## src/rtl/h2f_buff_port_arbiter_if.sv

```systemverilog
// Avalon-MM style burst master port as seen by the H2F buffer port arbiter.
// The arbiter connects through the slave modport, each requester through master.
interface h2f_buff_port_arbiter_if #(
    parameter int ADDR_W  = 8,
    parameter int DATA_W  = 128,
    parameter int BE_W    = 16,
    parameter int BURST_W = 5
);
    logic [ADDR_W-1:0]  address;
    logic [BURST_W-1:0] burstcount;
    logic               read;
    logic               write;
    logic [DATA_W-1:0]  writedata;
    logic [BE_W-1:0]    byteenable;
    logic               waitrequest;
    logic [DATA_W-1:0]  readdata;
    logic               readdatavalid;

    modport master (
        output address, burstcount, read, write, writedata, byteenable,
        input  waitrequest, readdata, readdatavalid
    );

    modport slave (
        input  address, burstcount, read, write, writedata, byteenable,
        output waitrequest, readdata, readdatavalid
    );
endinterface

```

## src/rtl/h2f_buff_port_arbiter.sv

```systemverilog
// Round-robin burst arbiter for the 128-bit H2F buffer port: grants whole bursts,
// generates per-beat RAM addresses and steers read data back to the issuing master.
//
// state    | meaning
// ---------+-----------------------------------------------------------------
// IDLE     | arbitrate; winner's first beat goes to the RAM in the grant cycle
// RD_BURST | issue remaining read beats, one per cycle, both masters held off
// WR_BURST | accept remaining write beats from the owner, stalling on write=0
module h2f_buff_port_arbiter #(
    parameter int ADDR_W  = 8,
    parameter int DATA_W  = 128,
    parameter int BE_W    = 16,
    parameter int BURST_W = 5
) (
    input  logic                  clk,
    input  logic                  reset,
    h2f_buff_port_arbiter_if.slave m0,
    h2f_buff_port_arbiter_if.slave m1,
    output logic [ADDR_W-1:0]     ram_address,
    output logic                  ram_chipselect,
    output logic                  ram_write,
    output logic [DATA_W-1:0]     ram_writedata,
    output logic [BE_W-1:0]       ram_byteenable,
    output logic                  ram_clken,
    input  logic [DATA_W-1:0]     ram_readdata
);

    localparam logic [BURST_W-1:0] ONE_BEAT  = BURST_W'(1);
    localparam logic [BURST_W-1:0] MAX_BEATS = BURST_W'(16);

    typedef enum logic [1:0] {
        IDLE     = 2'd0,
        RD_BURST = 2'd1,
        WR_BURST = 2'd2
    } state_t;

    state_t             state;
    logic               last_grant;
    logic               owner;
    logic [ADDR_W-1:0]  addr_cnt;
    logic [BURST_W-1:0] remaining;
    logic               rd_vld_q;
    logic               rd_owner_q;

    logic               req0;
    logic               req1;
    logic               grant_sel;
    logic               grant_vld;
    logic [ADDR_W-1:0]  g_address;
    logic [BURST_W-1:0] g_burst;
    logic [BURST_W-1:0] g_beats;
    logic               g_read;
    logic [DATA_W-1:0]  g_wdata;
    logic [BE_W-1:0]    g_be;
    logic               own_write;
    logic [DATA_W-1:0]  own_wdata;
    logic [BE_W-1:0]    own_be;
    logic               wait0;
    logic               wait1;

    // Zero-length bursts run as one beat; oversize bursts are clamped.
    function automatic logic [BURST_W-1:0] eff_beats(input logic [BURST_W-1:0] bc);
        if (bc == '0) begin
            return ONE_BEAT;
        end else if (bc > MAX_BEATS) begin
            return MAX_BEATS;
        end else begin
            return bc;
        end
    endfunction

    always_comb begin
        req0      = m0.read | m0.write;
        req1      = m1.read | m1.write;
        // On a tie the master that did not win last time takes the port.
        grant_sel = req1 & (~req0 | ~last_grant);
        grant_vld = (state == IDLE) & ~reset & (req0 | req1);

        g_address = grant_sel ? m1.address    : m0.address;
        g_burst   = grant_sel ? m1.burstcount : m0.burstcount;
        g_read    = grant_sel ? m1.read       : m0.read;
        g_wdata   = grant_sel ? m1.writedata  : m0.writedata;
        g_be      = grant_sel ? m1.byteenable : m0.byteenable;
        g_beats   = eff_beats(g_burst);

        own_write = owner ? m1.write      : m0.write;
        own_wdata = owner ? m1.writedata  : m0.writedata;
        own_be    = owner ? m1.byteenable : m0.byteenable;
    end

    always_comb begin
        ram_chipselect = 1'b0;
        ram_write      = 1'b0;
        ram_address    = addr_cnt;
        ram_writedata  = own_wdata;
        ram_byteenable = '1;
        wait0          = 1'b1;
        wait1          = 1'b1;
        if (!reset) begin
            case (state)
                IDLE: begin
                    if (grant_vld) begin
                        ram_chipselect = 1'b1;
                        ram_write      = ~g_read;
                        ram_address    = g_address;
                        ram_writedata  = g_wdata;
                        ram_byteenable = g_read ? '1 : g_be;
                        wait0          = grant_sel;
                        wait1          = ~grant_sel;
                    end
                end
                RD_BURST: begin
                    ram_chipselect = 1'b1;
                end
                WR_BURST: begin
                    wait0 = owner;
                    wait1 = ~owner;
                    if (own_write) begin
                        ram_chipselect = 1'b1;
                        ram_write      = 1'b1;
                        ram_byteenable = own_be;
                    end
                end
                default: begin
                end
            endcase
        end
    end

    always_ff @(posedge clk) begin
        if (reset) begin
            state      <= IDLE;
            last_grant <= 1'b1;
            owner      <= 1'b0;
            addr_cnt   <= '0;
            remaining  <= '0;
            rd_vld_q   <= 1'b0;
            rd_owner_q <= 1'b0;
        end else begin
            rd_vld_q   <= ram_chipselect & ~ram_write;
            rd_owner_q <= (state == IDLE) ? grant_sel : owner;
            case (state)
                IDLE: begin
                    if (grant_vld) begin
                        last_grant <= grant_sel;
                        owner      <= grant_sel;
                        addr_cnt   <= g_address + 1'b1;
                        remaining  <= g_beats - ONE_BEAT;
                        if (g_beats != ONE_BEAT) begin
                            state <= g_read ? RD_BURST : WR_BURST;
                        end
                    end
                end
                RD_BURST: begin
                    addr_cnt  <= addr_cnt + 1'b1;
                    remaining <= remaining - ONE_BEAT;
                    if (remaining == ONE_BEAT) begin
                        state <= IDLE;
                    end
                end
                WR_BURST: begin
                    if (own_write) begin
                        addr_cnt  <= addr_cnt + 1'b1;
                        remaining <= remaining - ONE_BEAT;
                        if (remaining == ONE_BEAT) begin
                            state <= IDLE;
                        end
                    end
                end
                default: begin
                    state <= IDLE;
                end
            endcase
        end
    end

    assign ram_clken = 1'b1;

    assign m0.waitrequest   = wait0;
    assign m1.waitrequest   = wait1;
    assign m0.readdata      = ram_readdata;
    assign m1.readdata      = ram_readdata;
    assign m0.readdatavalid = rd_vld_q & ~rd_owner_q & ~reset;
    assign m1.readdatavalid = rd_vld_q & rd_owner_q & ~reset;

endmodule

```

## src/flat_wrapper.sv

```systemverilog
// flat-port wrapper written by rule: the top's interface ports become plain ports
module h2f_buff_port_arbiter_flat 
#(
    parameter int ADDR_W  = 8,
    parameter int DATA_W  = 128,
    parameter int BE_W    = 16,
    parameter int BURST_W = 5
)
  (clk, reset, ram_address, ram_chipselect, ram_write, ram_writedata, ram_byteenable, ram_clken, ram_readdata, m0_address, m0_burstcount, m0_read, m0_write, m0_writedata, m0_byteenable, m0_waitrequest, m0_readdata, m0_readdatavalid, m1_address, m1_burstcount, m1_read, m1_write, m1_writedata, m1_byteenable, m1_waitrequest, m1_readdata, m1_readdatavalid);
  h2f_buff_port_arbiter_if #(.ADDR_W(ADDR_W), .DATA_W(DATA_W), .BE_W(BE_W), .BURST_W(BURST_W)) m0_i ();
  h2f_buff_port_arbiter_if #(.ADDR_W(ADDR_W), .DATA_W(DATA_W), .BE_W(BE_W), .BURST_W(BURST_W)) m1_i ();
  input  logic clk;
  input  logic reset;
  output logic [ADDR_W-1:0] ram_address;
  output logic ram_chipselect;
  output logic ram_write;
  output logic [DATA_W-1:0] ram_writedata;
  output logic [BE_W-1:0] ram_byteenable;
  output logic ram_clken;
  input  logic [DATA_W-1:0] ram_readdata;
  input wire logic [$bits(m0_i.address)-1:0] m0_address;
  input wire logic [$bits(m0_i.burstcount)-1:0] m0_burstcount;
  input wire logic [$bits(m0_i.read)-1:0] m0_read;
  input wire logic [$bits(m0_i.write)-1:0] m0_write;
  input wire logic [$bits(m0_i.writedata)-1:0] m0_writedata;
  input wire logic [$bits(m0_i.byteenable)-1:0] m0_byteenable;
  output wire logic [$bits(m0_i.waitrequest)-1:0] m0_waitrequest;
  output wire logic [$bits(m0_i.readdata)-1:0] m0_readdata;
  output wire logic [$bits(m0_i.readdatavalid)-1:0] m0_readdatavalid;
  input wire logic [$bits(m1_i.address)-1:0] m1_address;
  input wire logic [$bits(m1_i.burstcount)-1:0] m1_burstcount;
  input wire logic [$bits(m1_i.read)-1:0] m1_read;
  input wire logic [$bits(m1_i.write)-1:0] m1_write;
  input wire logic [$bits(m1_i.writedata)-1:0] m1_writedata;
  input wire logic [$bits(m1_i.byteenable)-1:0] m1_byteenable;
  output wire logic [$bits(m1_i.waitrequest)-1:0] m1_waitrequest;
  output wire logic [$bits(m1_i.readdata)-1:0] m1_readdata;
  output wire logic [$bits(m1_i.readdatavalid)-1:0] m1_readdatavalid;
  assign m0_i.address = m0_address;
  assign m0_i.burstcount = m0_burstcount;
  assign m0_i.read = m0_read;
  assign m0_i.write = m0_write;
  assign m0_i.writedata = m0_writedata;
  assign m0_i.byteenable = m0_byteenable;
  assign m0_waitrequest = m0_i.waitrequest;
  assign m0_readdata = m0_i.readdata;
  assign m0_readdatavalid = m0_i.readdatavalid;
  assign m1_i.address = m1_address;
  assign m1_i.burstcount = m1_burstcount;
  assign m1_i.read = m1_read;
  assign m1_i.write = m1_write;
  assign m1_i.writedata = m1_writedata;
  assign m1_i.byteenable = m1_byteenable;
  assign m1_waitrequest = m1_i.waitrequest;
  assign m1_readdata = m1_i.readdata;
  assign m1_readdatavalid = m1_i.readdatavalid;
  h2f_buff_port_arbiter #(.ADDR_W(ADDR_W), .DATA_W(DATA_W), .BE_W(BE_W), .BURST_W(BURST_W)) u_core (.clk(clk), .reset(reset), .m0(m0_i), .m1(m1_i), .ram_address(ram_address), .ram_chipselect(ram_chipselect), .ram_write(ram_write), .ram_writedata(ram_writedata), .ram_byteenable(ram_byteenable), .ram_clken(ram_clken), .ram_readdata(ram_readdata));
endmodule
```

## config.mk

```make
export PLATFORM = sky130hd
export DESIGN_NAME = h2f_buff_port_arbiter_flat
export DESIGN_NICKNAME = d
export VERILOG_FILES = /design/src/rtl/h2f_buff_port_arbiter_if.sv /design/src/rtl/h2f_buff_port_arbiter.sv /design/src/flat_wrapper.sv
export SDC_FILE = /design/constraint.sdc
export NUM_CORES = 1
export LEC_CHECK = 0
export ABC_AREA = 1
export CAP_MARGIN = 25
export CORE_AREA = 3 3 337 339
export DETAILED_ROUTE_END_ITERATION = 6
export DIE_AREA = 0 0 340 342
export PLACE_DENSITY = 0.31
export SYNTH_ARGS = -nofsm -noshare
export SYNTH_HDL_FRONTEND = slang
export SYNTH_SLANG_ARGS = --single-unit
```

## constraint.sdc

```tcl
create_clock -name clk -period 3.4 [get_ports clk]
set_input_delay 0.85 -clock clk [delete_from_list [all_inputs] [get_ports clk]]
set_output_delay 0.85 -clock clk [all_outputs]
set_load 0.05 [all_outputs]
```

# Word-level counts from Yosys, hierarchy flattened
# Index checks and enable logic that the tools add are counted.
[op_classes] n_addsub=4 magnitude_cmp=1 eq_ne=7 muxes=47 bitwise=20 n_reduce_logical=6
[op_table] operator="$mux W128" count=5
[op_table] operator="$mux W16" count=6
[op_table] operator="$mux W8" count=6
[op_table] operator="$pmux W16 S2" count=1
[op_table] operator="$mux W5" count=5
[op_table] operator="$pmux W8 S3" count=1
[op_table] operator="$add A8 B1 Y8 const B" count=2
[op_table] operator="$pmux W5 S3" count=1
[op_table] operator="$mux W1" count=12
[op_table] operator="$mux W2" count=5
[op_table] operator="$sub A5 B1 Y5 const B" count=2
[op_table] operator="$and A1 B1 Y1" count=8
[op_table] operator="$not A1 Y1" count=8
[op_table] operator="$pmux W1 S2" count=3
[op_table] operator="$pmux W2 S3" count=1
[op_table] operator="$reduce_and A3 Y1" count=2
[op_table] operator="$eq A5 B1 Y1 const B" count=1
[op_table] operator="$gt A5 B5 Y1 const B" count=1
[op_table] operator="$logic_not A5 Y1" count=1
[op_table] operator="$ne A5 B1 Y1 const B" count=1
[op_table] operator="$ne A2 B1 Y1 const B" count=2
[op_table] operator="$or A1 B1 Y1" count=4
[op_table] operator="$pmux W1 S3" count=1
[op_table] operator="$reduce_bool A3 Y1" count=1
[op_table] operator="5 further kinds" count=5
[totals] register_bits=19 output_inout_bits=415 wordCells=92

# Longest topological paths before layout
# Gate-level depths: netlist (run 1).
[logic_depth] depth_word=12 mapped_depth=16 ltp_nobuf=15

# Worst setup path after synthesis (run 1)
# Ideal clock, no wire load.
[synth_timing] path_type="in2out" startpoint="in m1_write" endpoint="out ram_address[1]" t_arrival_ns=2.798 slack_ns=-0.248 stages=8 n_path_buf=2 path_cell_list="inv_1 -> nand2_2 -> nor3_1 -> nand3b_4 -> inv_2 -> buf_2 -> buf_2 -> o21ai_0"
[synth_between] elab_chain_len=6
[synth_rtl] element="start: declaration" line="flat_wrapper.sv:33" text="input wire logic [$bits(m1_i.write)-1:0] m1_write;"
[synth_rtl] element="$or A1 B1 Y1 *" line="h2f_buff_port_arbiter.sv:74" text="req1 = m1.read | m1.write;"
[synth_rtl] element="$and A1 B1 Y1 or $or A1 B1 Y1 (tied branches)" line="h2f_buff_port_arbiter.sv:76, h2f_buff_port_arbiter.sv:77"
[synth_rtl] element="$mux W8 or $and A1 B1 Y1 (tied branches)" line="h2f_buff_port_arbiter.sv:79, h2f_buff_port_arbiter.sv:77"
[synth_rtl] element="$mux W8 *" line="h2f_buff_port_arbiter.sv:102" text="if (grant_vld) begin"
[synth_rtl] element="$mux W8 *" line="h2f_buff_port_arbiter.sv:100" text="case (state)"
[synth_rtl] element="$mux W8 *" line="h2f_buff_port_arbiter.sv:99" text="if (!reset) begin"
[synth_rtl] element="end: declaration" line="flat_wrapper.sv:14" text="output logic [ADDR_W-1:0] ram_address;"
# Every way passes the cells marked *; elsewhere a longest branch is shown, timed or not.

# Worst setup path in the final report (run 1)
[layout_timing] startpoint="in m0_read" endpoint="out ram_writedata[3]"
[layout_between] elab_chain_len=8
[layout_rtl] element="start: declaration" line="flat_wrapper.sv:23" text="input wire logic [$bits(m0_i.read)-1:0] m0_read;"
[layout_rtl] element="$or A1 B1 Y1 *" line="h2f_buff_port_arbiter.sv:73" text="req0 = m0.read | m0.write;"
[layout_rtl] element="$not A1 Y1" line="h2f_buff_port_arbiter.sv:76" text="grant_sel = req1 & (~req0 | ~last_grant);"
[layout_rtl] element="$or A1 B1 Y1" line="h2f_buff_port_arbiter.sv:76"
[layout_rtl] element="$and A1 B1 Y1" line="h2f_buff_port_arbiter.sv:76"
[layout_rtl] element="$mux W128" line="h2f_buff_port_arbiter.sv:82" text="g_wdata = grant_sel ? m1.writedata : m0.writedata;"
[layout_rtl] element="$mux W128 *" line="h2f_buff_port_arbiter.sv:102"
[layout_rtl] element="$mux W128 *" line="h2f_buff_port_arbiter.sv:100"
[layout_rtl] element="$mux W128 *" line="h2f_buff_port_arbiter.sv:99"
[layout_rtl] element="end: declaration" line="flat_wrapper.sv:17" text="output logic [DATA_W-1:0] ram_writedata;"
# Marks and branches as above.

==> results.sh, run 1 <==
export IMPL_die_y_um=342
export IMPL_maxCapViolations=0
export IMPL_busiest_layer="met2"
export IMPL_place_ws_ns=-0.505
export IMPL_report_final_setup_viol=0
export IMPL_status="finished, final reports clean"
export IMPL_drtIter0Drc=612
export IMPL_period_needed_ns=3.37
export IMPL_crit_path_start_kind="input port"
export IMPL_hold_path_class="reg2reg"
export IMPL_grt_start_max_net_pins=94
export IMPL_yosys_top_cells_area="buf_4 (23%), nand2_1 (16%), o211ai_1 (12%), o21ai_0 (9.6%), nand3_1 (9.6%)"
export IMPL_drcViolationCount=0
export IMPL_placedCellCount=3235
export IMPL_netlist_area_um2=8320
export IMPL_max_freq_mhz=297
export IMPL_wl_per_cell_um=21.8
export IMPL_nNetsFinal=2256
export IMPL_synth_seq_cells=19
export IMPL_cts_root_buf="clkbuf_16"
export IMPL_synth_top_area_share=0.235
export IMPL_finalWeightedCongestion=0.793
export IMPL_stdcell_count=3292
export IMPL_ioPinCount=863
export IMPL_first_pass_iters=5
export IMPL_clockBufferDepth=2
export IMPL_grt_setup_unrepaired="yes"
export IMPL_synth_edf_count=0
export IMPL_htree_levels=1
export IMPL_avgSynthCellArea_um2=5.54
export IMPL_synthFlopType="dfxtp_1"
export IMPL_die_x_um=340
export IMPL_final_util=0.147
export IMPL_row_count=122
export IMPL_vias=10900
export IMPL_initial_core_util=0.0751
export IMPL_synth_nets=1959
export IMPL_maxSlewViolCount=0
export IMPL_synth_seq_area_share=0.0457
export IMPL_synthArstFlopShare=0
export IMPL_ys_types=41
export IMPL_cts_sinks=19
export IMPL_critPathKind="in2out"
export IMPL_finalHoldWorstSlack_ns=0.479
export IMPL_fin_ws_ns=0.0301
export IMPL_worst_skew_pair_late_latency_ns=0.26
export IMPL_layout_cells_most_common="nand2_1"
export IMPL_antenna_found_initial=20
export IMPL_grt_use_met1=0.136
export IMPL_fin_crit_sh=0.991
export IMPL_p_leak_nw=6.54
export IMPL_grt_util_met3=0.0558
export IMPL_tightest_slew_ns=0.516
export IMPL_worstPathMaxFanout=16
export IMPL_drive_above_1_share=0.216
export IMPL_cp_slowest_cell="bufbuf_16"
export IMPL_reg2regPathDepth=18
export IMPL_portBuffers=477
export IMPL_critPathCaptureType="primary output"
export IMPL_cts_buffers=3
export IMPL_track_usage=0.116
export IMPL_cp_cell_sequence="buf_4 -> buf_6 -> o21ai_4 -> nand2_8 -> buf_6 -> nand2_8 -> bufbuf_16 -> buf_4 -> o211ai_1 -> buf_12"
export IMPL_dieArea_um2=116000
export IMPL_ir_drop_mv=0.284
export IMPL_cts_hold_buffers_added=0
export IMPL_finalHoldViolations=0
export IMPL_skew_ns=0.00582
export IMPL_use_met2=0.195
export IMPL_syn_instance_count=1502
export IMPL_power_density_nw_per_um2=757
export IMPL_crit_required_ns=2.55
export IMPL_ys_warn_count=0
export IMPL_mostFrequentLayoutCells="nand2_1 (349), clkdlybuf4s50_1 (314), inv_1 (188)"
export IMPL_fillers=12700
export IMPL_path_clk_slew_ns=0.06
export IMPL_grt_pass1_wl_um=94400
export IMPL_grt_pass1_vias=10700
export IMPL_globalRouteOverflowTotal=0
export IMPL_max_slew_margin_rel=0.656
export IMPL_cpPeakStageDelay_ns=0.36
export IMPL_tns_ns=0
export IMPL_vias_per_cell=3.32
export IMPL_antenna_left=0
export IMPL_hpwl_um=58200
export IMPL_cts_tree="done"
export IMPL_coreArea_um2=111000
export IMPL_min_path_cells=2
export IMPL_cp_data_arrival_time_ns=2.52
export IMPL_yosys_area_top_type="buf_4"
export IMPL_routed_wl_um=71600
export IMPL_syn_to_final_growth_pct=95.1
[worst paths after layout]
path / startpoint / slack, ns / end
setup / recovery: m0_read / 0.03 / ram_writedata[3]
hold / removal: u_core.addr_cnt[1]$_SDFFE_PP0P_ / 0.48 / u_core.addr_cnt[1]$_SDFFE_PP0P_
hold reg to reg: u_core.addr_cnt[1]$_SDFFE_PP0P_ / 0.48 / u_core.addr_cnt[1]$_SDFFE_PP0P_
setup reg to reg: u_core.last_grant$_SDFFE_PP1P_ / 0.75 / u_core.remaining[4]$_SDFFE_PP0P_
[cell usage after synthesis (2+ instances only)]
| master | instances |
|---|---|
| dfxtp_1 | 19 |
| or2_2 | 2 |
| ha_1 | 9 |
| nor2_1 | 29 |
| xor2_1 | 2 |
| o211ai_1 | 128 |
| o21ai_1 | 11 |
| a21oi_1 | 20 |
| buf_2 | 54 |
| nand3_1 | 159 |
| inv_1 | 191 |
| o21a_1 | 3 |
| nand2_1 | 350 |
| nor3_1 | 2 |
| buf_1 | 4 |
| inv_2 | 3 |
| clkbuf_1 | 38 |
| buf_6 | 3 |
| o21ai_0 | 160 |
| buf_4 | 260 |
| o21ai_2 | 3 |
| nand2_2 | 11 |
| nor2_2 | 4 |
| nand2_4 | 5 |
| a221oi_1 | 16 |
[cells by family after synthesis]
| kind of cell | after synthesis | share of synthesized area |
|---|---|---|
| AOI/OAI and AO/OA | 345 | 0.258 |
| xor gates and xnor gates | 3 | 0.00316 |
| adders and majority gates | 9 | 0.0135 |
| DFF | 19 | 0.0457 |
| and+or+nand+nor | 571 | 0.300 |
| other | 1 | 0.000451 |
| buffers and inverters | 554 | 0.380 |
[per-stage QoR]
| stage | instance area, µm² | power, W |
|---|---|---|
| after CTS | 16200 | 0.0125 |
| after global routing | 16200 | 0.0130 |
| after detailed placement | 15200 | 0.0114 |
| final | 16200 | 0.0123 |
| after global placement | 15200 | 0.0115 |
| after floorplan | 8320 | 0.00651 |
[layout make-up]
cell class	count	area, µm²	share of cell area
tap	1488	1860	0.115
antenna	6	15.0	0.000925
clock buffer	3	75.1	0.00463
sequential	19	384	0.0237
multi-input combinational	929	4860	0.299
timing repair buffer	652	8270	0.510
inverter	194	753	0.0464
clock inverter	1	5.00	0.000308
[sequential cells by signal, indices dropped and copies added (netlist names)]
| name | count |
|---|---|
| u_core.addr_cnt | 8 |
| u_core.last_grant | 1 |
| u_core.owner | 1 |
| u_core.rd_owner_q | 1 |
| u_core.rd_vld_q | 1 |
| u_core.remaining | 5 |
| u_core.state | 2 |
[report_power, final]
| group | switching [W] | internal, W | leakage [nW] |
|---|---|---|---|
| combinational | 0.00659 | 0.00503 | 6.34 |
| sequential | 0.0000825 | 0.000322 | 0.158 |
| clock | 0.000101 | 0.000158 | 0.0409 |
| total | 0.00678 | 0.00551 | 6.54 |
[per-layer routing]
layer / part of all wire / routed length, µm
met1: 0.40 / 28600
met2: 0.47 / 33300
met3: 0.12 / 8420
met4: 0.016 / 1160
met5: 0.0021 / 153
[worst max-delay path, delay by kind of cell]
| kind | cells | cell delay [ns] |
|---|---|---|
| buf+inv | 6 | 1.07 |
| compound gates | 2 | 0.32 |
| simple gates | 2 | 0.25 |
[repair_timing]
action,in CTS,in global routing
pin swaps,12,10
endpoints found under the setup margin,156,42
resized for setup,75,27
setup buffers,37,5
gates cloned,8,2
Note: power is estimated with default switching activity, not from simulation.
==> inputs of run 2 (changes only) <==
--- a/config.mk
+++ b/config.mk
@@ -7,10 +7,10 @@
 export LEC_CHECK = 0
 export ABC_AREA = 1
 export CAP_MARGIN = 25
-export CORE_AREA = 3 3 337 339
+export CORE_AREA = 2 2 332 334
 export DETAILED_ROUTE_END_ITERATION = 6
-export DIE_AREA = 0 0 340 342
-export PLACE_DENSITY = 0.31
+export DIE_AREA = 0 0 334 336
+export PLACE_DENSITY = 0.32
 export SYNTH_ARGS = -nofsm -noshare
 export SYNTH_HDL_FRONTEND = slang
 export SYNTH_SLANG_ARGS = --single-unit
==> constraint.sdc (replaced) <==
create_clock -name clk -period 3.3 [get_ports clk]
set_input_delay 0.825 -clock clk [delete_from_list [all_inputs] [get_ports clk]]
set_output_delay 0.825 -clock clk [all_outputs]
set_load 0.05 [all_outputs]
==> run 2 against run 1 <==
Effect of this change: the flow now finishes with violations (negative setup slack); combinational power barely moved; clock power barely moved; routed wire length fell by 12%; largest cell class unchanged.
==> results.sh, run 2 (same netlist as run 1, synthesis figures left out) <==
export IMPL_drcViolationCount=0
export IMPL_wl_per_cell_um=19.8
export IMPL_tns_ns=-0.0190
export IMPL_die_y_um=336
export IMPL_finalHoldWorstSlack_ns=0.482
export IMPL_r2r_setup_slack_ns=0.85
export IMPL_first_pass_iters=4
export IMPL_power_density_nw_per_um2=790
export IMPL_routed_wl_um=63100
export IMPL_power_frac_clock=0.021
export IMPL_status="finished with violations"
export IMPL_switchingPower_w=0.00696
export IMPL_period_needed_ns=3.32
export IMPL_p_leak_nw=6.29
export IMPL_place_ws_ns=-0.606
export IMPL_crit_path_start_kind="input port"
export IMPL_cts_root_buf="clkbuf_16"
export IMPL_max_slew_margin_rel=0.548
export IMPL_cp_data_arrival_time_ns=2.49
export IMPL_fin_ws_ns=-0.0190
export IMPL_maxCapViolations=0
export IMPL_worstPathMaxFanout=12
export IMPL_max_freq_mhz=301
export IMPL_ir_drop_mv=0.337
export IMPL_dieArea_um2=112000
export IMPL_vias_per_cell=3.33
export IMPL_report_final_setup_viol=1
export IMPL_vias=10600
export IMPL_violations="negative setup slack"
export IMPL_clockBufferDepth=2
export IMPL_grt_start_max_net_pins=95
export IMPL_grt_pass1_vias=10800
export IMPL_crit_required_ns=2.47
export IMPL_hpwl_um=53000
export IMPL_fin_crit_sh=1.01
export IMPL_finalWeightedCongestion=0.766
export IMPL_switching_share=0.563
export IMPL_portBuffers=477
export IMPL_fillers=12600
export IMPL_total_power_w=0.0124
export IMPL_htree_levels=1
export IMPL_top_regs="u_core.addr_cnt x8, u_core.remaining x5, u_core.state x2"
export IMPL_ioPinCount=863
export IMPL_intPower_w=0.00540
export IMPL_path_clk_slew_ns=0.06
export IMPL_maxSlewViolCount=0
export IMPL_comb_power_share=0.946
export IMPL_grt_pass1_wl_um=85200
export IMPL_layout_cells_most_common="nand2_1"
export IMPL_critPathKind="in2out"
export IMPL_seqPwrFrac=0.033
export IMPL_antenna_found_initial=11
export IMPL_worst_skew_pair_late_latency_ns=0.25
export IMPL_cts_buffers=3
export IMPL_drtIter0Drc=464
export IMPL_initial_core_util=0.0767
export IMPL_critPathCaptureType="primary output"
export IMPL_coreArea_um2=108000
export IMPL_largest_reg_flops=8
export IMPL_finalHoldViolations=0
export IMPL_antenna_left=0
export IMPL_die_x_um=334
export IMPL_cts_tree="done"
export IMPL_globalRouteOverflowTotal=0
export IMPL_mostFrequentLayoutCells="nand2_1 (349), clkdlybuf4s50_1 (314), inv_1 (188)"
export IMPL_cts_sinks=19
export IMPL_regMostFlops="u_core.addr_cnt"
export IMPL_track_usage=0.105
export IMPL_grt_setup_unrepaired="yes"
export IMPL_syn_to_final_growth_pct=88.1
export IMPL_tightest_slew_ns=0.677
export IMPL_skew_ns=0.00440
export IMPL_nNetsFinal=2232
export IMPL_row_count=121
export IMPL_drive_above_1_share=0.204
export IMPL_hold_path_class="reg2reg"
-- run 2: cell count changes in the layout (fill, tap and decap cells not counted), sizes merged --
cell           before  now
diode               6    2
bufbuf              6    0
clkdlybuf4s15       0    1
clkbuf             11   13
buf               324  304
clkinv              1    0
-- run 2: per-layer routing --
layer / wire (µm) / global-route usage / vias to the layer above
met4: 1250 / 0.0185 / 14
met3: 7580 / 0.0527 / 88
met5: 92 / 0 / -
met1: 25900 / 0.127 / 4735
li1: - / - / 5209
met2: 28300 / 0.169 / 580
-- run 2: final timing paths --
path                                                       from                               end  depth (start not counted)
worst max-delay path                                   m0_write                 ram_writedata[26]                         11
worst min-delay path            u_core.addr_cnt[1]$_SDFFE_PP0P_   u_core.addr_cnt[1]$_SDFFE_PP0P_                          2
worst max register to register   u_core.last_grant$_SDFFE_PP1P_  u_core.remaining[4]$_SDFFE_PP0P_                         16
worst min register to register  u_core.addr_cnt[1]$_SDFFE_PP0P_   u_core.addr_cnt[1]$_SDFFE_PP0P_                          2
-- run 2: worst max-delay path, cell delays in order --
cell and delay [ns]:
buf_4 0.14, buf_4 0.15, o21ai_4 0.19, nand2_8 0.12
inv_8 0.11, buf_12 0.14, buf_12 0.11, buf_12 0.12
nand3_1 0.09, o211ai_1 0.26, buf_12 0.21
-- run 2: cell type report --
| type | count | area, µm² | area share |
|---|---|---|---|
| diodes | 2 | 5.00 | 0.000320 |
| clock buffers | 4 | 78.8 | 0.00504 |
| inverters | 194 | 746 | 0.0477 |
| multi-input cells | 929 | 4830 | 0.309 |
| flip-flops and latches | 19 | 384 | 0.0246 |
| well taps | 1414 | 1770 | 0.113 |
| repair buffers | 628 | 7830 | 0.500 |
-- run 2: through the flow --
step	std cells	cell area [µm²]	util
floorplan	1502	8320	-
global placement	3167	15100	0.140
detailed placement	3168	15200	0.140
CTS	3181	15400	0.142
global route	3188	15600	0.144
finish	3190	15600	0.144
-- run 2: power by group through the flow --
stage,clock network [W],logic [W],registers (W)
after CTS,0.000272,0.0118,0.000413
final,0.000258,0.0117,0.000413
after floorplan,0,0.00633,0.000388
after global routing,0.000278,0.0124,0.000429
after detailed placement,0,0.0116,0.000416
after global placement,0,0.0117,0.000418
-- run 2: what timing repair did --
item,4_1_cts,5_1_grt
cloned,0,3
resized for setup,45,29
pin swaps,6,8
hold buffers,0,0
setup buffers,9,4
endpoints found under the setup margin,161,26
==> inputs of run 3 (changes only) <==
--- a/config.mk
+++ b/config.mk
@@ -6,7 +6,7 @@
 export NUM_CORES = 1
 export LEC_CHECK = 0
 export ABC_AREA = 1
-export CAP_MARGIN = 25
+export CAP_MARGIN = 20
 export CORE_AREA = 2 2 332 334
 export DETAILED_ROUTE_END_ITERATION = 6
 export DIE_AREA = 0 0 334 336
==> run 3 against run 2 <==
Effect of this change: largest cell class unchanged; critical path depth rose by 1; the flow still finishes with violations (negative setup slack); hold slack got worse by 0.0014 ns; count of clock-buffer cells in the layout did not move; final area is 2.8% higher; largest power group unchanged; highest routed layer unchanged; sequential power is essentially flat; critical endpoint is now ram_writedata[33]; register-to-register slack barely moved; global-route usage up 0.13 points; maximum frequency shrank 0.35%.
==> results.sh, run 3 (same netlist as run 1, synthesis figures left out) <==
export IMPL_status="finished with violations"
export IMPL_violations="negative setup slack"
export IMPL_critPathCaptureType="primary output"
export IMPL_first_pass_iters=5
export IMPL_routed_wl_um=64500
export IMPL_layout_cells_most_common="nand2_1"
export IMPL_cts_root_buf="clkbuf_16"
export IMPL_finalWeightedCongestion=0.766
export IMPL_period_needed_ns=3.33
export IMPL_hold_path_class="reg2reg"
export IMPL_crit_required_ns=2.47
export IMPL_fillers=12500
export IMPL_maxCapViolations=0
export IMPL_max_slew_margin_rel=0.527
export IMPL_min_delay_start="u_core.addr_cnt[1]$_SDFFE_PP0P_"
export IMPL_regMostFlops="u_core.addr_cnt"
export IMPL_hpwl_um=52800
export IMPL_largest_reg_flops=8
export IMPL_nNetsFinal=2254
export IMPL_comb_power_share=0.947
export IMPL_track_usage=0.107
export IMPL_antenna_left=0
export IMPL_tightest_slew_ns=0.710
export IMPL_wl_per_cell_um=20.1
export IMPL_ioPinCount=863
export IMPL_switching_share=0.556
export IMPL_r2r_setup_slack_ns=0.85
export IMPL_drive_above_1_share=0.215
export IMPL_finalHoldViolations=0
export IMPL_report_final_setup_viol=4
export IMPL_fin_crit_sh=1.01
export IMPL_switchingPower_w=0.00709
export IMPL_fin_ws_ns=-0.0306
export IMPL_die_x_um=334
export IMPL_power_density_nw_per_um2=794
export IMPL_grt_start_max_net_pins=95
export IMPL_seqPwrFrac=0.032
export IMPL_multi_input_area_um2=4860
export IMPL_globalRouteOverflowTotal=0
export IMPL_drcViolationCount=0
export IMPL_power_frac_clock=0.021
export IMPL_portBuffers=477
export IMPL_dieArea_um2=112000
export IMPL_drtIter0Drc=516
export IMPL_clockBufferDepth=2
export IMPL_syn_to_final_growth_pct=93.3
export IMPL_skew_ns=0.00472
export IMPL_max_freq_mhz=300
export IMPL_path_clk_slew_ns=0.06
export IMPL_cts_buffers=3
export IMPL_cts_sinks=19
export IMPL_grt_pass1_wl_um=86100
export IMPL_min_path_cells=2
export IMPL_r2r_end="u_core.remaining[4]$_SDFFE_PP0P_"
export IMPL_ff_latch_area_um2=384
export IMPL_row_count=121
export IMPL_intPower_w=0.00567
export IMPL_coreArea_um2=108000
export IMPL_vias_per_cell=3.35
export IMPL_critPathKind="in2out"
export IMPL_cp_data_arrival_time_ns=2.51
export IMPL_htree_levels=1
export IMPL_vias=10800
export IMPL_antenna_found_initial=10
export IMPL_total_power_w=0.0128
export IMPL_initial_core_util=0.0767
export IMPL_cts_tree="done"
export IMPL_grt_setup_unrepaired="yes"
export IMPL_r2r_start="u_core.last_grant$_SDFFE_PP1P_"
export IMPL_die_y_um=336
export IMPL_ir_drop_mv=0.271
export IMPL_min_to="u_core.addr_cnt[1]$_SDFFE_PP0P_"
export IMPL_p_leak_nw=6.50
export IMPL_maxSlewViolCount=0
export IMPL_grt_pass1_vias=10800
export IMPL_mostFrequentLayoutCells="nand2_1 (349), clkdlybuf4s50_1 (314), inv_1 (188)"
export IMPL_crit_path_start_kind="input port"
export IMPL_reg2regPathDepth=16
export IMPL_top_regs="u_core.addr_cnt x8, u_core.remaining x5, u_core.state x2"
export IMPL_worst_skew_pair_late_latency_ns=0.25
export IMPL_worstPathMaxFanout=4
export IMPL_cts_hold_buffers_added=0
export IMPL_final_util=0.148
run 3: timing repair:
item / in CTS / in global routing
gates cloned: 2 / 4
endpoints found under the setup margin: 160 / 88
pin swaps: 8 / 28
buffers inserted: 18 / 18
resized for setup: 58 / 70
run 3: stage by stage:
stage / instances / setup WS (ns) / instance area [µm²] / setup TNS [ns] / hold slack (ns)
final: 3218 / -0.0306 / 16100 / -0.0568 / 0.480
after global routing: 3211 / -0.0852 / 16100 / -1.75 / 0.507
after CTS: 3190 / -0.0469 / 15600 / -0.132 / 0.486
after detailed placement: 3167 / -0.607 / 15100 / -62.12 / 0.475
after global placement: 3167 / -0.648 / 15100 / -64.08 / 0.463
after floorplan: 1502 / -0.296 / 8320 / -1.18 / 0.439
run 3: area by class of cell:
| type | count | area share |
|---|---|---|
| multi-input combinational | 929 | 0.302 |
| sequential | 19 | 0.0239 |
| tap | 1414 | 0.110 |
| timing repair buffer | 650 | 0.511 |
| clock buffer | 4 | 0.00490 |
| inverter | 194 | 0.0467 |
| antenna | 8 | 0.00125 |
run 3: per-layer routing:
metal	vias up	wire, µm	track usage
li1	5267	-	-
met5	-	75	0
met4	10	1270	0.0189
met1	4812	27100	0.130
met3	86	7130	0.0492
met2	603	29000	0.172
run 3: power groups by stage:
| stage | sequential (W) | combinational [W] | clock, W |
|---|---|---|---|
| after global placement | 0.000418 | 0.0117 | 0 |
| after detailed placement | 0.000415 | 0.0116 | 0 |
| after global routing | 0.000428 | 0.0129 | 0.000278 |
| after floorplan | 0.000388 | 0.00633 | 0 |
| final | 0.000410 | 0.0121 | 0.000265 |
| after CTS | 0.000412 | 0.0121 | 0.000273 |
run 3: worst max-delay path, cell delays in order:
cell	delay [ns]
buf_6	0.08
inv_4	0.03
nand2_4	0.08
nor3_4	0.04
nand3b_4	0.19
clkinv_4	0.10
nand2_8	0.08
buf_6	0.13
buf_4	0.13
buf_6	0.11
o211ai_1	0.43
clkbuf_16	0.27
run 3: worst max path at each step:
stage / slack (ns) / endpoint / startpoint / depth (start not counted)
2_1_floorplan: -0.30 / ram_address[1] / m1_read / 8
3_3_place_gp: -0.65 / ram_writedata[23] / m0_read / 9
3_5_place_dp: -0.61 / ram_writedata[52] / m0_read / 9
4_1_cts: -0.05 / ram_writedata[52] / m1_write / 11
5_1_grt: -0.09 / ram_writedata[22] / m1_read / 13
6_report: -0.03 / ram_writedata[33] / m1_read / 12
